[src/rtl/ram_arbiter.sv]
// ram_arbiter: round-robin arbiter sharing one single-ported RAM between the
// instruction-fetch and data ports. Each port buffers one pending request;
// a WAIT-state timer turns a missing RAM ready into an error response.

package ram_arbiter_pkg;

    typedef struct packed {
        logic        mem_valid;
        logic [31:0] mem_addr;
        logic [31:0] mem_wdata;
        logic [3:0]  mem_wstrb;
    } mem_in_type;

    typedef struct packed {
        logic [31:0] mem_rdata;
        logic        mem_error;
        logic        mem_ready;
    } mem_out_type;

endpackage

module ram_arbiter
    import ram_arbiter_pkg::*;
#(
    parameter int timeout = 16
) (
    input  logic        reset,
    input  logic        clock,
    input  mem_in_type  imem_in,
    output mem_out_type imem_out,
    input  mem_in_type  dmem_in,
    output mem_out_type dmem_out,
    output mem_in_type  ram_in,
    input  mem_out_type ram_out
);

    localparam logic [1:0] IDLE  = 2'd0;
    localparam logic [1:0] ISSUE = 2'd1;
    localparam logic [1:0] WAIT  = 2'd2;

    localparam logic PORT_I = 1'b0;
    localparam logic PORT_D = 1'b1;

    localparam logic [7:0] TIMEOUT_LAST = 8'(timeout - 1);

    logic [1:0]  state;
    logic [1:0]  state_next;
    logic        owner;
    logic        last;
    logic [7:0]  timer;

    mem_in_type  islot;
    mem_in_type  dslot;
    mem_in_type  islot_next;
    mem_in_type  dslot_next;

    logic        ram_done;
    logic        timed_out;
    logic        done;
    logic        i_clear;
    logic        d_clear;
    logic        any_next;
    logic        pick_d;
    logic        start_issue;
    mem_out_type resp;

    // Completion happens only in WAIT: either RAM answers or the timer expires
    always_comb begin
        ram_done  = (state == WAIT) && ram_out.mem_ready;
        timed_out = (state == WAIT) && !ram_out.mem_ready && (timer == TIMEOUT_LAST);
        done      = ram_done || timed_out;
        i_clear   = done && (owner == PORT_I);
        d_clear   = done && (owner == PORT_D);
    end

    // Slot contents after this edge; a pulse is taken when the slot is free or being returned now
    always_comb begin
        islot_next = islot;
        dslot_next = dslot;
        if (i_clear) begin
            islot_next.mem_valid = 1'b0;
        end
        if (d_clear) begin
            dslot_next.mem_valid = 1'b0;
        end
        if (imem_in.mem_valid && (!islot.mem_valid || i_clear)) begin
            islot_next = imem_in;
        end
        if (dmem_in.mem_valid && (!dslot.mem_valid || d_clear)) begin
            dslot_next = dmem_in;
        end
    end

    // Round-robin pick on the post-edge slots so a same-cycle pulse can win immediately
    always_comb begin
        any_next    = islot_next.mem_valid || dslot_next.mem_valid;
        pick_d      = dslot_next.mem_valid && (!islot_next.mem_valid || (last == PORT_I));
        start_issue = ((state == IDLE) || done) && any_next;
    end

    // Next-state selection for the IDLE/ISSUE/WAIT sequencer
    always_comb begin
        state_next = state;
        case (state)
            IDLE: begin
                if (any_next) begin
                    state_next = ISSUE;
                end
            end
            ISSUE: begin
                state_next = WAIT;
            end
            WAIT: begin
                if (done) begin
                    state_next = any_next ? ISSUE : IDLE;
                end
            end
            default: begin
                state_next = IDLE;
            end
        endcase
    end

    // Owner sees RAM's answer on ready, or a forced error with zero data on timeout
    always_comb begin
        resp = '0;
        if (done) begin
            resp.mem_ready = 1'b1;
            resp.mem_error = ram_done ? ram_out.mem_error : 1'b1;
            resp.mem_rdata = ram_done ? ram_out.mem_rdata : 32'h0;
        end
        imem_out = (owner == PORT_I) ? resp : '0;
        dmem_out = (owner == PORT_D) ? resp : '0;
    end

    // Sequencer state and the two pending-request slots
    always_ff @(posedge clock or posedge reset) begin
        if (reset) begin
            state <= IDLE;
            islot <= '0;
            dslot <= '0;
        end else begin
            state <= state_next;
            islot <= islot_next;
            dslot <= dslot_next;
        end
    end

    // Grant bookkeeping and the registered RAM request, valid only during ISSUE
    always_ff @(posedge clock or posedge reset) begin
        if (reset) begin
            owner  <= PORT_I;
            last   <= PORT_D;
            ram_in <= '0;
        end else if (start_issue) begin
            owner  <= pick_d;
            last   <= pick_d;
            ram_in <= pick_d ? dslot_next : islot_next;
        end else begin
            ram_in <= '0;
        end
    end

    // WAIT-cycle counter, restarted on every ISSUE so each access gets a full window
    always_ff @(posedge clock or posedge reset) begin
        if (reset) begin
            timer <= 8'd0;
        end else if (state == ISSUE) begin
            timer <= 8'd0;
        end else if (state == WAIT) begin
            timer <= timer + 8'd1;
        end
    end

endmodule

[config.mk]
export PLATFORM = sky130hd
export DESIGN_NAME = ram_arbiter
export DESIGN_NICKNAME = d
export VERILOG_FILES = /design/src/rtl/ram_arbiter.sv
export SDC_FILE = /design/constraint.sdc
export NUM_CORES = 1
export LEC_CHECK = 0
export CAP_MARGIN = 20
export CORE_ASPECT_RATIO = 0.6
export CORE_MARGIN = 8
export CORE_UTILIZATION = 40
export DETAILED_ROUTE_END_ITERATION = 10
export GPL_ROUTABILITY_DRIVEN = 0
export HOLD_SLACK_MARGIN = 0.05
export PLACE_DENSITY = 0.69
export SYNTH_ARGS = -nofsm -noshare
export SYNTH_HDL_FRONTEND = slang
export SYNTH_SLANG_ARGS = --single-unit
[constraint.sdc]
create_clock -name clock -period 8.57 [get_ports clock]
set_clock_uncertainty 0.05 [all_clocks]
set_input_delay 0.857 -clock clock [delete_from_list [all_inputs] [get_ports clock]]
set_output_delay 0.857 -clock clock [all_outputs]
set_load 0.02 [all_outputs]
==> impl_metrics.toml, run 1 <==
[drt]
first_iter_violations = 563
vias_per_cell = 5.33
num_vias = 7941
wl_um = 30500
wire_per_inst_um = 20.5
drt-pass1-iter-count = 5
drc = 0
ant_nets = 0

[cts]
cts.htree.levels = 1
clock-sinks = 219
numCtsBuffers = 21
tritoncts = "done"
cts_resized = 0
clock_path_buffers = 3
post_cts_buffers = 0
hold_buffers = 0
worstSkewPairLatency_ns = 0.48
clkSlewWorstSetupHoldPaths_ns = 0.06
cts-root-buf = "clkbuf_16"

[pwr]
power_density_nw_per_um2 = 329
power_mw = 4.54
p_leak_nw = 6.88
peakVddDrop_mv = 0.233

[grt]
grt_max_degree = 97
track_usage_pct = 19.5
grt_first_pass_wirelength_um = 46700
grt_pass1_vias = 7934
antenna_found_initial = 3
grt-ovfl-total = 0

[flow_run]
maxCapViolations = 0

[sta]
rsz0062_at_grt = "false"
min_period_ns = 4.21
relSlewSlack_pct = 28.1
finalSetupViolCount = 0
drv_slew = 0
fmax_mhz = 238
period_share_pct = 49.1
setup_tns_ns = 0
hold_viol = 0
tightest_slew_ns = 1.08

[status]
status = "finished clean"

[critical_path]
reg2reg_slack_ns = 4.68
start_kind = "flop"
r2r_end = "owner"
critPathMaxFanout = 5
crit_path_end_kind = "output pin"
crit_arrival_ns = 3.30
reg2regPathDepth = 10
r2r-start = "state[0]"
critPathKind = "reg2out"
critPathRequiredTime_ns = 7.66

[layout]
utilization_pct = 57.0
num-fill-cells = 2063
seqCellArea_um2 = 5480
multi_input_area_um2 = 3740
instances_no_fill = 1490
finalNetCount = 1334
area_growth_pct = 40.4
drive_gt1_share_pct = 4.88
fin_area_um2 = 13800

[logic_synthesis]
ys_ff_latch = 219
synth_ff_type = "dfrtp_1"
netlist_area_um2 = 9820
async_reset_ff_share_pct = 100
yosys.cell_types.count = 41
avgSynthCellArea_um2 = 11.0
postSynthCellCount = 891
ys_warn_count = 0
synth_nets = 1070
synth-edff-count = 0
yosysSeqAreaShare_pct = 55.8

[place]
port_buffers = 310
dp_hpwl_um = 20500
place_area_um2 = 13100
dp_cells = 1454

[die]
pin_count = 311
die_width_um = 218
core_area_um2 = 24200
rows = 44
die_h_um = 137
dieArea_um2 = 30000
initial_core_util_pct = 40.6

[worst_hold_path]
hold_path_end = "islot[19]"
hp-start = "islot[19]"
hold_depth = 1
min_path_type = "reg2reg"
## state kept, by name, summed over array words and instances (netlist names)
register  flops
owner         1
islot        69
ram_in       69
dslot        69
timer         8
last          1
state         2
## cell type report
class / count / area share, %
antenna: 1 / 0.0182
clock buffer: 30 / 4.49
clock inverter: 5 / 0.381
inverter: 75 / 2.10
multi-input combinational: 516 / 27.1
sequential: 219 / 39.8
tap: 322 / 2.92
timing repair buffer: 322 / 23.2
## cells in the final DEF, fill, tap and decap left out, drive strengths merged
| cell type | Yosys | routed |
|---|---|---|
| a21o | 68 | 68 |
| o21ai | 50 | 50 |
| dfrtp | 218 | 218 |
| nand4b | 1 | 1 |
| clkdlybuf4s50 | 0 | 310 |
| and3b | 1 | 1 |
| o211ai | 2 | 2 |
| a41oi | 1 | 1 |
| nand2b | 4 | 4 |
| ha | 5 | 5 |
| mux2 | 2 | 2 |
| bufinv | 0 | 1 |
| clkinvlp | 0 | 1 |
| a211oi | 136 | 136 |
| or2 | 1 | 1 |
| or4b | 1 | 1 |
| mux2i | 32 | 32 |
| nand2 | 9 | 9 |
| buf | 28 | 12 |
| and2 | 2 | 2 |
| diode | 0 | 1 |
| nor2 | 11 | 11 |
| nand3b | 1 | 1 |
| inv | 75 | 75 |
| o2bb2ai | 1 | 1 |
| o211a | 2 | 2 |
| dfstp | 1 | 1 |
| clkbuf | 53 | 30 |
| or3 | 1 | 1 |
| clkinv | 0 | 3 |
| nor2b | 1 | 1 |
| and3 | 106 | 106 |
| a21boi | 38 | 38 |
| a22o | 4 | 4 |
| o2111ai | 1 | 1 |
| o22ai | 2 | 2 |
| o21a | 30 | 30 |
| a21oi | 2 | 2 |
| nand3 | 1 | 1 |
## synth_stat cells, types with 2 or more instances
cell,n,share of area (%)
a22o_1,4,0.36
o211a_1,2,0.20
a21o_1,68,5.2
a21boi_0,33,2.5
nand2b_1,4,0.25
nor2_1,11,0.42
clkbuf_2,3,0.15
a211oi_1,136,10
buf_2,21,1.1
buf_6,3,0.34
inv_1,75,2.9
nand2_1,9,0.34
o211ai_2,2,0.25
a21boi_1,5,0.38
dfrtp_1,218,56
buf_1,2,0.077
ha_1,5,0.64
a21oi_1,2,0.10
clkbuf_1,50,1.9
buf_4,2,0.15
and3_1,106,6.8
mux2i_1,32,3.3
o21ai_0,50,2.5
and2_1,2,0.13
o21a_1,30,2.3
## how the worst max path moves through the flow
stage / from / end / slack, ns / depth (start not counted)
CTS: state[0] / dmem_out[1] / 4.37 / 8
finish: state[0] / dmem_out[1] / 4.36 / 8
global placement: ram_out[0] / owner / 4.59 / 9
global route: state[0] / dmem_out[1] / 4.23 / 8
detailed placement: ram_out[0] / owner / 4.53 / 9
floorplan: reset / dslot[0] / 1.67 / 1
## logic make-up after synthesis
kind of cell	Yosys count	synth area share, %
AOI/OAI and AO/OA	337	24.9
adders and majority gates	5	0.637
buffers and inverters	156	6.58
DFF	219	55.8
muxes	34	3.49
and+or+nand+nor	140	8.54
## critical path, stage by stage, from the launching register on
cell	delay, ns
dfrtp_1	0.40
inv_1	0.12
ha_1	0.27
or4b_4	0.53
or2_0	0.35
nand2_1	0.24
o21ai_0	0.16
nor2_1	0.11
clkdlybuf4s50_1	0.63
## power breakdown
part,internal [mW],leakage (nW),switching [mW]
Clock,0.530,0.331,0.381
Sequential,1.48,2.77,0.153
Combinational,0.839,3.78,1.16
Total,2.84,6.88,1.70
## metal layers
layer  track usage (%)  part of all wire [%]
met5                 0                 0.072
met4              3.05                  0.93
met3              4.21                   5.5
met2              29.0                    44
met1              29.1                    50
## through the flow
step,hold slack [ns],setup WS (ns)
2_1_floorplan,0.400,1.67
3_3_place_gp,0.408,4.59
3_5_place_dp,0.415,4.53
4_1_cts,0.429,4.37
5_1_grt,0.438,4.23
6_report,0.425,4.36
No activity file was read; power rests on OpenSTA's default activity.
==> run 2: changes to the inputs <==
--- a/config.mk
+++ b/config.mk
@@ -12,7 +12,7 @@
 export DETAILED_ROUTE_END_ITERATION = 10
 export GPL_ROUTABILITY_DRIVEN = 0
 export HOLD_SLACK_MARGIN = 0.05
-export PLACE_DENSITY = 0.69
+export PLACE_DENSITY = 0.71
 export SYNTH_ARGS = -nofsm -noshare
 export SYNTH_HDL_FRONTEND = slang
 export SYNTH_SLANG_ARGS = --single-unit
==> constraint.sdc (replaced) <==
create_clock -name clock -period 3.5 [get_ports clock]
set_clock_uncertainty 0.05 [all_clocks]
set_input_delay 0.35 -clock clock [delete_from_list [all_inputs] [get_ports clock]]
set_output_delay 0.35 -clock clock [all_outputs]
set_load 0.02 [all_outputs]
==> run 2 against run 1 <==
Sequential share of layout area is 0.49 points lower; utilization is 0.71 points higher; non-clock buffer count is 16 higher; sequential power is 150% higher; register-to-register slack worse by 4.4 ns; sequential cell count stayed put; critical path depth is 2 lower; power is 150% higher; final cell count is 1.2% higher; setup slack worse by 4.2 ns; largest power group unchanged.
==> impl_metrics.toml, run 2 (same netlist as run 1, synthesis figures left out) <==
[place]
place_area_um2 = 13300
port_buffers = 310
dp_cells = 1470
dp_hpwl_um = 21400

[layout]
final_cell_mix = "308 x clkdlybuf4s50_1, 218 x dfrtp_1, 136 x a211oi_1"
drive_gt1_share_pct = 6.17
layout_commonest_cell = "clkdlybuf4s50_1"
utilization_pct = 57.7
finalNetCount = 1350
area_growth_pct = 42.1
fin_area_um2 = 14000
instances_no_fill = 1508
reg.largest.list = "dslot x69, islot x69, ram_in x69"

[sta]
period_share_pct = 94.4
tightest_slew_ns = 0.856
drv_slew = 0
setup_tns_ns = 0
relSlewSlack_pct = 42.8
whs_ns = 0.317
min_period_ns = 3.30
fmax_mhz = 303
rsz0062_at_grt = "false"
hold_viol = 0
finalSetupViolCount = 0

[pwr]
peakVddDrop_mv = 0.333
switching_share_pct = 37.6
switchingPower_mw = 4.20
p_leak_nw = 6.98
power_frac_comb_pct = 44.9
power_density_nw_per_um2 = 800
clkPwrFrac_pct = 19.0
intPower_mw = 6.96
seqPwrFrac_pct = 36.1

[cts]
cts-root-buf = "clkbuf_16"
worstSkewPairLatency_ns = 0.50
clkSlewWorstSetupHoldPaths_ns = 0.07
clock_path_buffers = 3
cts.htree.levels = 1
tritoncts = "done"
hold_buffers = 0
numCtsBuffers = 21
clock-sinks = 219

[drt]
wl_um = 30500
first_iter_violations = 532
ant_nets = 0
drc = 0
vias_per_cell = 5.33
drt-pass1-iter-count = 5
num_vias = 8035
wire_per_inst_um = 20.2

[critical_path]
critPathMaxFanout = 5
crit_path_end_kind = "output pin"
start_kind = "flop"
reg2reg_slack_ns = 0.29
crit_arrival_ns = 2.90
critPathKind = "reg2out"
critPathRequiredTime_ns = 3.10

[grt]
antenna_found_initial = 3
grt_max_degree = 81
grt-ovfl-total = 0
grt_first_pass_wirelength_um = 47000
track_usage_pct = 19.6
grt_pass1_vias = 8145

[die]
dieArea_um2 = 30000
pin_count = 311
core_area_um2 = 24200
die_h_um = 137
die_width_um = 218
initial_core_util_pct = 40.6
rows = 44

[status]
status = "finished clean"

[flow_run]
maxCapViolations = 0

[worst_hold_path]
min_path_type = "in2async"
run 2: path summary, 6_finish.rpt:
| kind | endpoint | startpoint | depth (start not counted) |
|---|---|---|---|
| worst max-delay path | imem_out[0] | state[0] | 6 |
| worst min-delay path | dslot[21] | reset | 2 |
| worst max register to register | ram_in[11] | state[0] | 9 |
| worst min register to register | islot[9] | islot[9] | 1 |
| max in group asynchronous | dslot[49] | reset | 3 |
| min in group clock | dslot[36] | dmem_in[36] | 3 |
run 2: power by group through the flow:
stage                     Sequential [mW]  Clock [mW]  Combinational, mW
after floorplan                      4.28           0               2.97
after global placement               4.04           0               4.92
after detailed placement             4.07           0               5.05
after CTS                            4.03        2.17               5.07
after global routing                 4.13        2.25               5.49
final                                4.03        2.12               5.01
run 2: timing repair:
action	in CTS	in global routing
setup buffers	0	0
setup endpoints to repair	2	0
gates resized for setup	3	0
hold endpoints to repair	0	0
run 2: area by class of cell:
cell class                 instances  area, µm²
sequential                       219       5480
tap                              322        403
fill                            2059      10200
antenna                            2       5.00
clock inverter                     8       46.3
timing repair buffer             338       3410
clock buffer                      28        582
multi-input combinational        516       3740
inverter                          75        285
run 2: per-layer routing:
| layer | share of wire [%] | up-vias | track usage (%) |
|---|---|---|---|
| li1 | - | 3787 | - |
| met2 | 44 | 254 | 29.4 |
| met5 | 0.072 | - | 0 |
| met4 | 1.6 | 4 | 3.79 |
| met1 | 48 | 3950 | 28.4 |
| met3 | 6.4 | 40 | 5.07 |
run 2: critical path: stages, from the launching register on:
cell	delay [ns]
dfrtp_1	0.40
inv_1	0.11
ha_1	0.24
or4b_4	0.52
or2_1	0.33
a21oi_1	0.17
clkdlybuf4s50_1	0.64
run 2: metrics by stage:
| step | setup WS, ns | power (mW) |
|---|---|---|
| 2_1_floorplan | 0.247 | 7.25 |
| 3_3_place_gp | 0.366 | 8.96 |
| 3_5_place_dp | 0.257 | 9.12 |
| 4_1_cts | 0.174 | 11.3 |
| 5_1_grt | 0.0790 | 11.9 |
| 6_report | 0.196 | 11.2 |
